[config.mk]
export PLATFORM = sky130hd
export DESIGN_NAME = alu_issue_stage_flat
export DESIGN_NICKNAME = d
export VERILOG_FILES = /design/src/rtl/alu_issue_pkg.sv /design/src/rtl/alu_issue_if.sv /design/src/rtl/alu_issue_regfile.sv /design/src/rtl/alu_issue_stage.sv /design/src/flat_wrapper.sv
export SDC_FILE = /design/constraint.sdc
export NUM_CORES = 1
export LEC_CHECK = 0
export BUFFER_PORTS_ARGS = -buffer_cell sky130_fd_sc_hd__buf_4
export CORE_MARGIN = 3
export CORE_UTILIZATION = 47
export CTS_CLUSTER_SIZE = 24
export DETAILED_ROUTE_END_ITERATION = 7
export GPL_TIMING_DRIVEN = 0
export HOLD_SLACK_MARGIN = 0.05
export PLACE_DENSITY = 0.66
export SYNTH_ARGS = -nofsm -noshare
export SYNTH_HDL_FRONTEND = slang
export SYNTH_SLANG_ARGS = --single-unit
[constraint.sdc]
create_clock -name clk -period 2.1 [get_ports clk]
set_input_delay 0.315 -clock clk [delete_from_list [all_inputs] [get_ports clk]]
set_output_delay 0.315 -clock clk [all_outputs]
set_load 0.005 [all_outputs]
[src/rtl/alu_issue_pkg.sv]
// rtl/alu_issue_pkg.sv - shared types, opcodes and instruction field helpers for the ALU issue stage
// Purpose : state encoding, opcode constants and instruction field positions
//           used by the issue stage, its register file and its bus interface.
// Ports   : none (package).
package alu_issue_pkg;

   typedef enum logic [1:0] {
      IDLE = 2'd0,
      EXEC = 2'd1,
      HOLD = 2'd2
   } state_t;

   localparam logic [2:0] OP_ADD = 3'b000;
   localparam logic [2:0] OP_SUB = 3'b001;
   localparam logic [2:0] OP_AND = 3'b010;
   localparam logic [2:0] OP_OR  = 3'b011;
   localparam logic [2:0] OP_XOR = 3'b100;
   localparam logic [2:0] OP_LDI = 3'b111;

   localparam int INSTR_W = 16;
   localparam int DATA_W  = 16;
   localparam int RES_W   = 32;

   // Instruction field positions; LDI reuses the rs1/rs2 area as a 10-bit immediate.
   localparam int OP_HI  = 15;
   localparam int OP_LO  = 13;
   localparam int RD_HI  = 12;
   localparam int RD_LO  = 10;
   localparam int RS1_HI = 9;
   localparam int RS1_LO = 7;
   localparam int RS2_HI = 6;
   localparam int RS2_LO = 4;
   localparam int IMM_HI = 9;
   localparam int IMM_LO = 0;

   function automatic logic is_illegal(input logic [2:0] op);
      return (op == 3'b101) || (op == 3'b110);
   endfunction

endpackage

[src/rtl/alu_issue_if.sv]
// rtl/alu_issue_if.sv - instruction, ALU and result bus of the ALU issue stage
// Purpose : bundles the instruction handshake, ALU operand/result wires and
//           result handshake. The stage uses the slave modport, the
//           environment (instruction source, ALU, result sink) the master one.
// Signals : instr_valid/instr/instr_ready, alu_a/alu_b/alu_opcode/alu_out,
//           res_valid/res_ready/res_data/res_rd, illegal_instr.
interface alu_issue_if;
   import alu_issue_pkg::*;

   logic                 instr_valid;
   logic [INSTR_W-1:0]   instr;
   logic                 instr_ready;
   logic [DATA_W-1:0]    alu_a;
   logic [DATA_W-1:0]    alu_b;
   logic [2:0]           alu_opcode;
   logic [RES_W-1:0]     alu_out;
   logic                 res_valid;
   logic                 res_ready;
   logic [RES_W-1:0]     res_data;
   logic [2:0]           res_rd;
   logic                 illegal_instr;

   modport slave (
      input  instr_valid, instr, alu_out, res_ready,
      output instr_ready, alu_a, alu_b, alu_opcode,
             res_valid, res_data, res_rd, illegal_instr
   );

   modport master (
      output instr_valid, instr, alu_out, res_ready,
      input  instr_ready, alu_a, alu_b, alu_opcode,
             res_valid, res_data, res_rd, illegal_instr
   );

endinterface

[src/rtl/alu_issue_regfile.sv]
// rtl/alu_issue_regfile.sv - NREGS x 16 register file with two read ports, a debug port and one write port
// Purpose : architectural registers of the issue stage.
// Ports   : clk, rst_n (async active-low, entries reset to RESET_VAL),
//           ra1/rd1, ra2/rd2 (combinational operand reads),
//           dbg_addr/dbg_data (combinational debug read),
//           we/wa/wd (synchronous write).
module alu_issue_regfile #(
   parameter int          NREGS     = 8,
   parameter logic [15:0] RESET_VAL = 16'h0000
) (
   input  logic        clk,
   input  logic        rst_n,
   input  logic [2:0]  ra1,
   output logic [15:0] rd1,
   input  logic [2:0]  ra2,
   output logic [15:0] rd2,
   input  logic [2:0]  dbg_addr,
   output logic [15:0] dbg_data,
   input  logic        we,
   input  logic [2:0]  wa,
   input  logic [15:0] wd
);
   logic [15:0] regs [NREGS];

   always_ff @(posedge clk or negedge rst_n) begin
      if (!rst_n) begin
         for (int i = 0; i < NREGS; i++) begin
            regs[i] <= RESET_VAL;
         end
      end else if (we) begin
         regs[wa] <= wd;
      end
   end

   assign rd1      = regs[ra1];
   assign rd2      = regs[ra2];
   assign dbg_data = regs[dbg_addr];

endmodule

[src/rtl/alu_issue_stage.sv]
// rtl/alu_issue_stage.sv - decode / operand fetch / writeback sequencer in front of a 16x16->32 ALU
// Purpose : accepts one instruction at a time, fetches operands, drives the
//           ALU for one cycle, writes the low half of the result back and
//           holds the full result until downstream takes it. LDI skips EXEC.
// Ports   : clk, rst_n (async active-low), bus (alu_issue_if.slave),
//           dbg_addr/dbg_data (register file debug read),
//           flag_z/flag_n only when ALU_ISSUE_FLAGS_EN is defined.
module alu_issue_stage #(
   parameter int          NREGS     = 8,
   parameter logic [15:0] RESET_VAL = 16'h0000
) (
   input  logic        clk,
   input  logic        rst_n,
   alu_issue_if.slave  bus,
   input  logic [2:0]  dbg_addr,
   output logic [15:0] dbg_data
`ifdef ALU_ISSUE_FLAGS_EN
   ,
   output logic        flag_z,
   output logic        flag_n
`endif
);
   import alu_issue_pkg::*;

   state_t      state, state_nxt;
   logic [2:0]  in_op, in_rd, in_rs1, in_rs2;
   logic [9:0]  in_imm;
   logic        take;
   logic [2:0]  rd_q;
   logic [15:0] rs1_val, rs2_val;
   logic        we;
   logic [2:0]  wa;
   logic [15:0] wd;

   assign in_op  = bus.instr[OP_HI:OP_LO];
   assign in_rd  = bus.instr[RD_HI:RD_LO];
   assign in_rs1 = bus.instr[RS1_HI:RS1_LO];
   assign in_rs2 = bus.instr[RS2_HI:RS2_LO];
   assign in_imm = bus.instr[IMM_HI:IMM_LO];
   assign take   = (state == IDLE) && bus.instr_valid;

   alu_issue_regfile #(
      .NREGS     (NREGS),
      .RESET_VAL (RESET_VAL)
   ) u_regfile (
      .clk      (clk),
      .rst_n    (rst_n),
      .ra1      (in_rs1),
      .rd1      (rs1_val),
      .ra2      (in_rs2),
      .rd2      (rs2_val),
      .dbg_addr (dbg_addr),
      .dbg_data (dbg_data),
      .we       (we),
      .wa       (wa),
      .wd       (wd)
   );

   always_ff @(posedge clk or negedge rst_n) begin
      if (!rst_n) state <= IDLE;
      else        state <= state_nxt;
   end

   always_comb begin
      state_nxt       = state;
      bus.instr_ready = 1'b0;
      bus.res_valid   = 1'b0;
      case (state)
         IDLE: begin
            bus.instr_ready = 1'b1;
            if (bus.instr_valid) begin
               if (in_op == OP_LDI)        state_nxt = HOLD;
               else if (!is_illegal(in_op)) state_nxt = EXEC;
            end
         end
         EXEC: state_nxt = HOLD;
         HOLD: begin
            bus.res_valid = 1'b1;
            if (bus.res_ready) state_nxt = IDLE;
         end
         default: state_nxt = IDLE;
      endcase
   end

   // Single write port shared by LDI (at accept) and ALU writeback (end of
   // EXEC); the two can never coincide because they occur in different states.
   always_comb begin
      we = 1'b0;
      wa = rd_q;
      wd = bus.alu_out[15:0];
      if (take && (in_op == OP_LDI)) begin
         we = 1'b1;
         wa = in_rd;
         wd = {6'b0, in_imm};
      end else if (state == EXEC) begin
         we = 1'b1;
      end
   end

   // Operands are captured at the accept edge so the ALU sees constant inputs
   // for the whole EXEC cycle; the register file cannot change in between.
   always_ff @(posedge clk or negedge rst_n) begin
      if (!rst_n) begin
         rd_q              <= 3'd0;
         bus.alu_a         <= 16'd0;
         bus.alu_b         <= 16'd0;
         bus.alu_opcode    <= 3'd0;
         bus.res_data      <= 32'd0;
         bus.res_rd        <= 3'd0;
         bus.illegal_instr <= 1'b0;
      end else begin
         bus.illegal_instr <= take && is_illegal(in_op);
         if (take) begin
            rd_q <= in_rd;
            if (in_op == OP_LDI) begin
               bus.res_data <= {22'd0, in_imm};
               bus.res_rd   <= in_rd;
            end else if (!is_illegal(in_op)) begin
               bus.alu_a      <= rs1_val;
               bus.alu_b      <= rs2_val;
               bus.alu_opcode <= in_op;
            end
         end
         if (state == EXEC) begin
            bus.res_data <= bus.alu_out;
            bus.res_rd   <= rd_q;
         end
      end
   end

`ifdef ALU_ISSUE_FLAGS_EN
   always_ff @(posedge clk or negedge rst_n) begin
      if (!rst_n) begin
         flag_z <= 1'b0;
         flag_n <= 1'b0;
      end else if (we) begin
         flag_z <= (wd == 16'd0);
         flag_n <= wd[15];
      end
   end
`endif

endmodule

[src/flat_wrapper.sv]
// flat-port wrapper written by rule: the top's interface ports become plain ports
module alu_issue_stage_flat import alu_issue_pkg::*;
#(
   parameter int          NREGS     = 8,
   parameter logic [15:0] RESET_VAL = 16'h0000
)
  (clk, rst_n, dbg_addr, dbg_data, bus_instr_valid, bus_instr, bus_alu_out, bus_res_ready, bus_instr_ready, bus_alu_a, bus_alu_b, bus_alu_opcode, bus_res_valid, bus_res_data, bus_res_rd, bus_illegal_instr);
  alu_issue_if bus_i ();
  input  logic clk;
  input  logic rst_n;
  input  logic [2:0] dbg_addr;
  output logic [15:0] dbg_data;
  input wire logic [$bits(bus_i.instr_valid)-1:0] bus_instr_valid;
  input wire logic [$bits(bus_i.instr)-1:0] bus_instr;
  input wire logic [$bits(bus_i.alu_out)-1:0] bus_alu_out;
  input wire logic [$bits(bus_i.res_ready)-1:0] bus_res_ready;
  output wire logic [$bits(bus_i.instr_ready)-1:0] bus_instr_ready;
  output wire logic [$bits(bus_i.alu_a)-1:0] bus_alu_a;
  output wire logic [$bits(bus_i.alu_b)-1:0] bus_alu_b;
  output wire logic [$bits(bus_i.alu_opcode)-1:0] bus_alu_opcode;
  output wire logic [$bits(bus_i.res_valid)-1:0] bus_res_valid;
  output wire logic [$bits(bus_i.res_data)-1:0] bus_res_data;
  output wire logic [$bits(bus_i.res_rd)-1:0] bus_res_rd;
  output wire logic [$bits(bus_i.illegal_instr)-1:0] bus_illegal_instr;
  assign bus_i.instr_valid = bus_instr_valid;
  assign bus_i.instr = bus_instr;
  assign bus_i.alu_out = bus_alu_out;
  assign bus_i.res_ready = bus_res_ready;
  assign bus_instr_ready = bus_i.instr_ready;
  assign bus_alu_a = bus_i.alu_a;
  assign bus_alu_b = bus_i.alu_b;
  assign bus_alu_opcode = bus_i.alu_opcode;
  assign bus_res_valid = bus_i.res_valid;
  assign bus_res_data = bus_i.res_data;
  assign bus_res_rd = bus_i.res_rd;
  assign bus_illegal_instr = bus_i.illegal_instr;
  alu_issue_stage #(.NREGS(NREGS), .RESET_VAL(RESET_VAL)) u_core (.clk(clk), .rst_n(rst_n), .bus(bus_i), .dbg_addr(dbg_addr), .dbg_data(dbg_data));
endmodule
== Word-level counts from Yosys, hierarchy flattened ==
Cells that the tools add are included.
Word-level totals
  input port bits: 55
  register bits: 204
  RAM bits: 0
  ROM bits: 0
  output and inout port bits: 89
  word-level logic and storage cells: 75
  memories kept: 0
  latch bits: 0
Operators by class
  shifts and indexed selects: 0
  divide/modulo/power cells: 0
  reduce and logical (&&, ||, !) cells: 11
  add/subtract/negate cells: 0
  equal/unequal tests: 8
  multiplexer cells: 29
  magnitude comparators: 5
  bitwise operators: 6
  multipliers: 0
Operators with widths (count)
  16-bit binary-select mux with 3-bit select: 3
  128-bit bitwise mux: 1
  16-bit two-way mux: 8
  32-bit two-way mux: 3
  16-bit demux with 3-bit select: 1
  4-bit greater-or-equal comparator, second input constant: 4
  3-bit NOT with 4-bit output: 4
  3-bit two-way mux: 4
  3-bit equality test, second input constant: 3
  2-bit two-way mux: 4
  2-bit one-hot mux with 3 select lines: 1
  3-bit AND reduction: 2
  1-bit logical AND: 4
  4-bit by 1-bit < comparator with 1-bit output, second input constant: 1
  1-bit two-way mux: 4
  2-bit inequality test, second input constant: 2
  2-bit nonzero test: 2
  3-bit inequality test, second input constant: 1
  2-bit by 1-bit equality test with 1-bit output, second input constant: 1
  2-bit equality test, second input constant: 1
  2-bit zero test: 1
  1-bit NOT: 2
  2-bit AND reduction: 1
  1-bit logical OR: 1

== Longest topological paths before layout ==
  depth in word-level cells: 10
  gate-level depth with buffers: 7
  mapped depth without buffers: 5

== Hierarchy ==
From an unflattened synthesis, not the netlist that was laid out.
Second synthesis, totals
  cells, all modules: 713
  area, all modules: 11322.1 um^2
Modules (own cells, without submodules)
  alu_issue_regfile: area an instance 8071.5 um^2, cells an instance 450, sequential area each 3203.1 um^2, instances 1
  alu_issue_stage: area an instance 3250.6 um^2, cells an instance 263, sequential area each 1901.8 um^2, instances 1

== Least setup slack after synthesis ==
OpenSTA, ideal clock, no wires.
  path type: input port to output port
  start: in dbg_addr[0]
  end: out dbg_data[10]
  slack: 0.160 ns
  stages on the path: 4
  arrival time: 1.625 ns
  buffers on the path: 2
  data required time: 1.785 ns
  path through: clkbuf_1 -> buf_2 -> mux4_2 -> mux2_2
On the way
  word-level cells in the longest chain between the ends: 4
Ends and longest elaborated chain
  start, declared: line flat_wrapper.sv:11  | input logic [2:0] dbg_addr;
  3-bit NOT with 4-bit output (not written as such): line alu_issue_regfile.sv:37  | assign dbg_data = regs[dbg_addr];
  16-bit binary-select mux with 3-bit select: line alu_issue_regfile.sv:37
  16-bit two-way mux (not written as such) (2 in series): line alu_issue_regfile.sv:37
  end, declared: line flat_wrapper.sv:12  | output logic [15:0] dbg_data;
No other way between the ends. The select of a mux whose other input is x is not followed.

== Worst setup path after layout ==
  start: reg u_core.u_regfile.regs[79] (netlist name)
  end: out dbg_data[15]
On the way
  word-level cells in the longest chain between the ends: 3
Ends and longest elaborated chain
  start, declared: line alu_issue_regfile.sv:23  | logic [15:0] regs [NREGS];
  start signal, assigned by index: line alu_issue_regfile.sv:31  | regs[wa] <= wd;
  16-bit binary-select mux with 3-bit select: line alu_issue_regfile.sv:37
  16-bit two-way mux (not written as such) (2 in series): line alu_issue_regfile.sv:37
No other way between the ends. The select of a mux whose other input is x is not followed.

==> summary.txt <==
Chip height = 158.5 um
Drt initial violations = 680
DRC = 0
Synth Flop Type = dfrtp_1
Via count = 8062
Fmax = 465.1 MHz
Critical path capture point type = primary output
Leak = 6.340 nW
Status = finished with violations
Post-synth top area share = 46.69%
Worst hold endpoint = u_core.bus.res_data[4]
Final setup vio count = 9
Synth Instances = 766
Synth Area in Compound Gates = 5.138%
CP cell instances = mux4_2, mux2_4, buf_6
RSZ-0062 raised after global routing = yes
Input/output buffers = 135
Xor-xnor portion of the synthesized cell area = 0.08011%
Critical Path RT = 1.78 ns
Net Count, Synth = 821
Post-placement cell area = 12370 um2
Max incr delay on CP = 0.49 ns
Final Cycle Share = 102.4%
Antenna violations before repair = 0
Seq/Total Area, Yosys = 46.69%
Worst Hold Depth = 3
Clk slew on worst S/H paths = 0.06 ns
Total CTS buffers = 23
Total GRT Usage = 27.04%
GP Congestion = 0.8647
Least-Margin Pin Slew = 1.038 ns
I/O pin total = 144
Critical path class = flop to primary output
Cell variety after synth = 37
Largest family of logic cells by synthesized area = multiplexers
Vias in the first global route = 8414
Setup TNS = -0.1513 ns
Clock Tree Buf Depth = 3
Routed Antenna Nets = 0
Hold Crit Start = bus_alu_out[4]
CP Max Fanout = 2
Clock root cell = clkbuf_16
Simple-gate share of the synthesized area = 4.692%
Fin. Hold Viols = 0
Core outline area = 22780 um2
Min Tclk post-route = 2.150 ns
Worst Path Arrival = 1.84 ns
Global-route wire length before repair = 50.87 mm
ANT cells = 0
Synth warnings = 0
Startpoint types = flop
Rows = 55
Post-synthesis adder-cell area fraction = 0%
Synth area leaders = dfrtp_1, mux4_2, mux2_2, mux2_4, nand2_1
Post-route cell area = 14270 um2
H-tree depth = 1
Number of synthesized flops with an enable pin = 0
Rel. slew slack = 30.83%
Largest net degree at the start of global routing = 106
Remaining global-route overflow = 0
Die ar. = 25130 um2
Violated checks = setup timing
Post-route setup slack = -0.05001 ns
Total of max-cap violations = 0
TritonRoute pass-1 iters = 5
Avg WL per Cell = 24.25 um
FFs w/ async S/R, synth = 100.0%
Layout Skew = 0.01798 ns
R2R Setup Slk = 0.09 ns
Nets = 1100
Slowest-stage cell, CP = mux4_2
Clock sinks = 204
Area of the mapped netlist = 10930 um2
Routed wire length = 33.32 mm
Initial core utilization = 48.00%
Final Power = 19.62 mW
Largest area contributor in the netlist = dfrtp_1
CTS tree = done
Worst VDD drop = 0.5507 mV
Via density = 5.868
Worst min path class = input port to flop
R2r startpoint = u_core.state[0]
Fillers = 1734
Worst-Skew Late Latency = 0.51 ns
Pre-CTS setup slack = -0.3766 ns
Synthesized flop and latch total = 204
Multiplexer share of the synthesized area = 39.84%
Syn-to-layout area delta = 30.52%
Share of cells above drive strength 1 = 50.90%
FF-to-FF path depth = 7
Avg Cell Area, Syn = 14.27 um2
HPWL Detailed = 21.01 mm
FF-to-FF End = u_core.u_regfile.regs[46]
Final Max Slew Viols = 0
Pwr/cell area = 1375 nW/um2
Die width = 158.5 um
worst max path at each step:
stage                                    startpoint                       end  slack, ns
final                     u_core.u_regfile.regs[79]              dbg_data[15]      -0.05
after global routing      u_core.u_regfile.regs[79]              dbg_data[15]      -0.07
after CTS                 u_core.u_regfile.regs[75]              dbg_data[11]      -0.06
after detailed placement               bus_instr[9]       u_core.bus.alu_a[6]      -0.38
after global placement                        rst_n  u_core.u_regfile.regs[2]      -0.78
after floorplan                         dbg_addr[0]              dbg_data[10]       0.16
state kept, by name (all words and copies together) (netlist names):
name,flops
u_core.bus.alu_a,16
u_core.bus.alu_b,16
u_core.state,2
u_core.u_regfile.regs,128
u_core.rd_q,3
u_core.bus.res_rd,3
u_core.bus.illegal_instr,1
u_core.bus.alu_opcode,3
u_core.bus.res_data,32
cell families (layout without fill, tap and decap cells):
logic type,count (synthesis),count (layout)
compound gates,79,79
xor+xnor,1,1
buf+inv,81,376
flops,204,204
mux,285,285
simple gates,116,116
routing by layer:
| layer | global-route usage (%) | wire length, um | up-vias | share of wire (%) |
|---|---|---|---|---|
| li1 | - | - | 3452 | - |
| met1 | 38.20 | 14060 | 4136 | 42 |
| met2 | 42.18 | 15380 | 411 | 46 |
| met3 | 6.061 | 2956 | 63 | 8.9 |
| met4 | 8.521 | 920 | 0 | 2.8 |
| met5 | 0 | 0 | - | 0 |
repair_timing:
action / in CTS / in global routing
hold endpoints to repair: 135 / 0
endpoints found under the setup margin: 86 / 84
gates resized for setup: 46 / 14
hold buffers: 35 / 0
pin swaps: 5 / 1
setup buffers: 71 / 13
report_power, final:
group	switching (mW)	internal [mW]
logic	2.93	5.43
registers	1.39	5.87
clock network	1.62	2.38
cell usage after synthesis (2+ instances only):
cell	n
o22a_1	3
inv_1	13
and2_1	5
and2_0	2
nand2_1	90
a31oi_1	2
dfrtp_1	204
buf_4	4
o21ai_0	56
mux2i_1	32
nand2b_1	6
mux2_4	28
o32ai_4	3
buf_6	5
nor2_1	3
mux2_2	109
mux4_2	96
buf_1	6
mux2_1	20
a222oi_1	11
buf_2	17
clkbuf_1	35
or2_2	2
stage by stage:
step	cells	util [%]	hold slack, ns
after floorplan	766	-	0.01941
final	1374	62.65	0.06925
after detailed placement	1215	54.32	0.4292
after CTS	1362	62.13	0.05234
after global placement	1214	54.17	0.4604
after global routing	1374	62.65	0.07390
cell type report:
type                    instances  area (um2)  area share, %
clock buffers                  36       694.4          4.866
repair buffers                255        2090          14.64
inverters                      13       48.80         0.3420
plain buffers                  67       381.6          2.674
clock inverters                 5       50.05         0.3507
flip-flops and latches        204        5106          35.78
multi-input cells             481        5508          38.60
well taps                     313       391.6          2.744
critical path, delay by kind of cell (launching register included):
kind	cells	cell delay, ns
DFF	1	0.40
buffers and inverters	1	0.12
muxes	2	0.80
cell usage in the layout, fill, tap and decap left out, types with 3 or more instances in the layout:
cell type      netlist  layout
mux2_2             109      93
buf_8                1       3
clkinv_2             0       4
clkbuf_1            35      32
buf_2               17      14
buf_6                5      23
nand2b_1             6       6
mux2_1              20      20
buf_1                6       4
mux4_2              96      96
nor2_1               3       3
clkbuf_16            0      23
clkbuf_4             0       4
dfrtp_1            204     203
o32ai_4              3       3
dlygate4sd3_1        0      35
and2_1               5       4
o21ai_0             56      56
o22a_1               3       3
nand2_1             90      90
inv_1               13      13
mux2_4              28      44
mux2i_1             32      32
a222oi_1            11      11
buf_4                4     206
clkbuf_8             0       7
clkbuf_2             0       6
(Power assumes the default switching activity.)
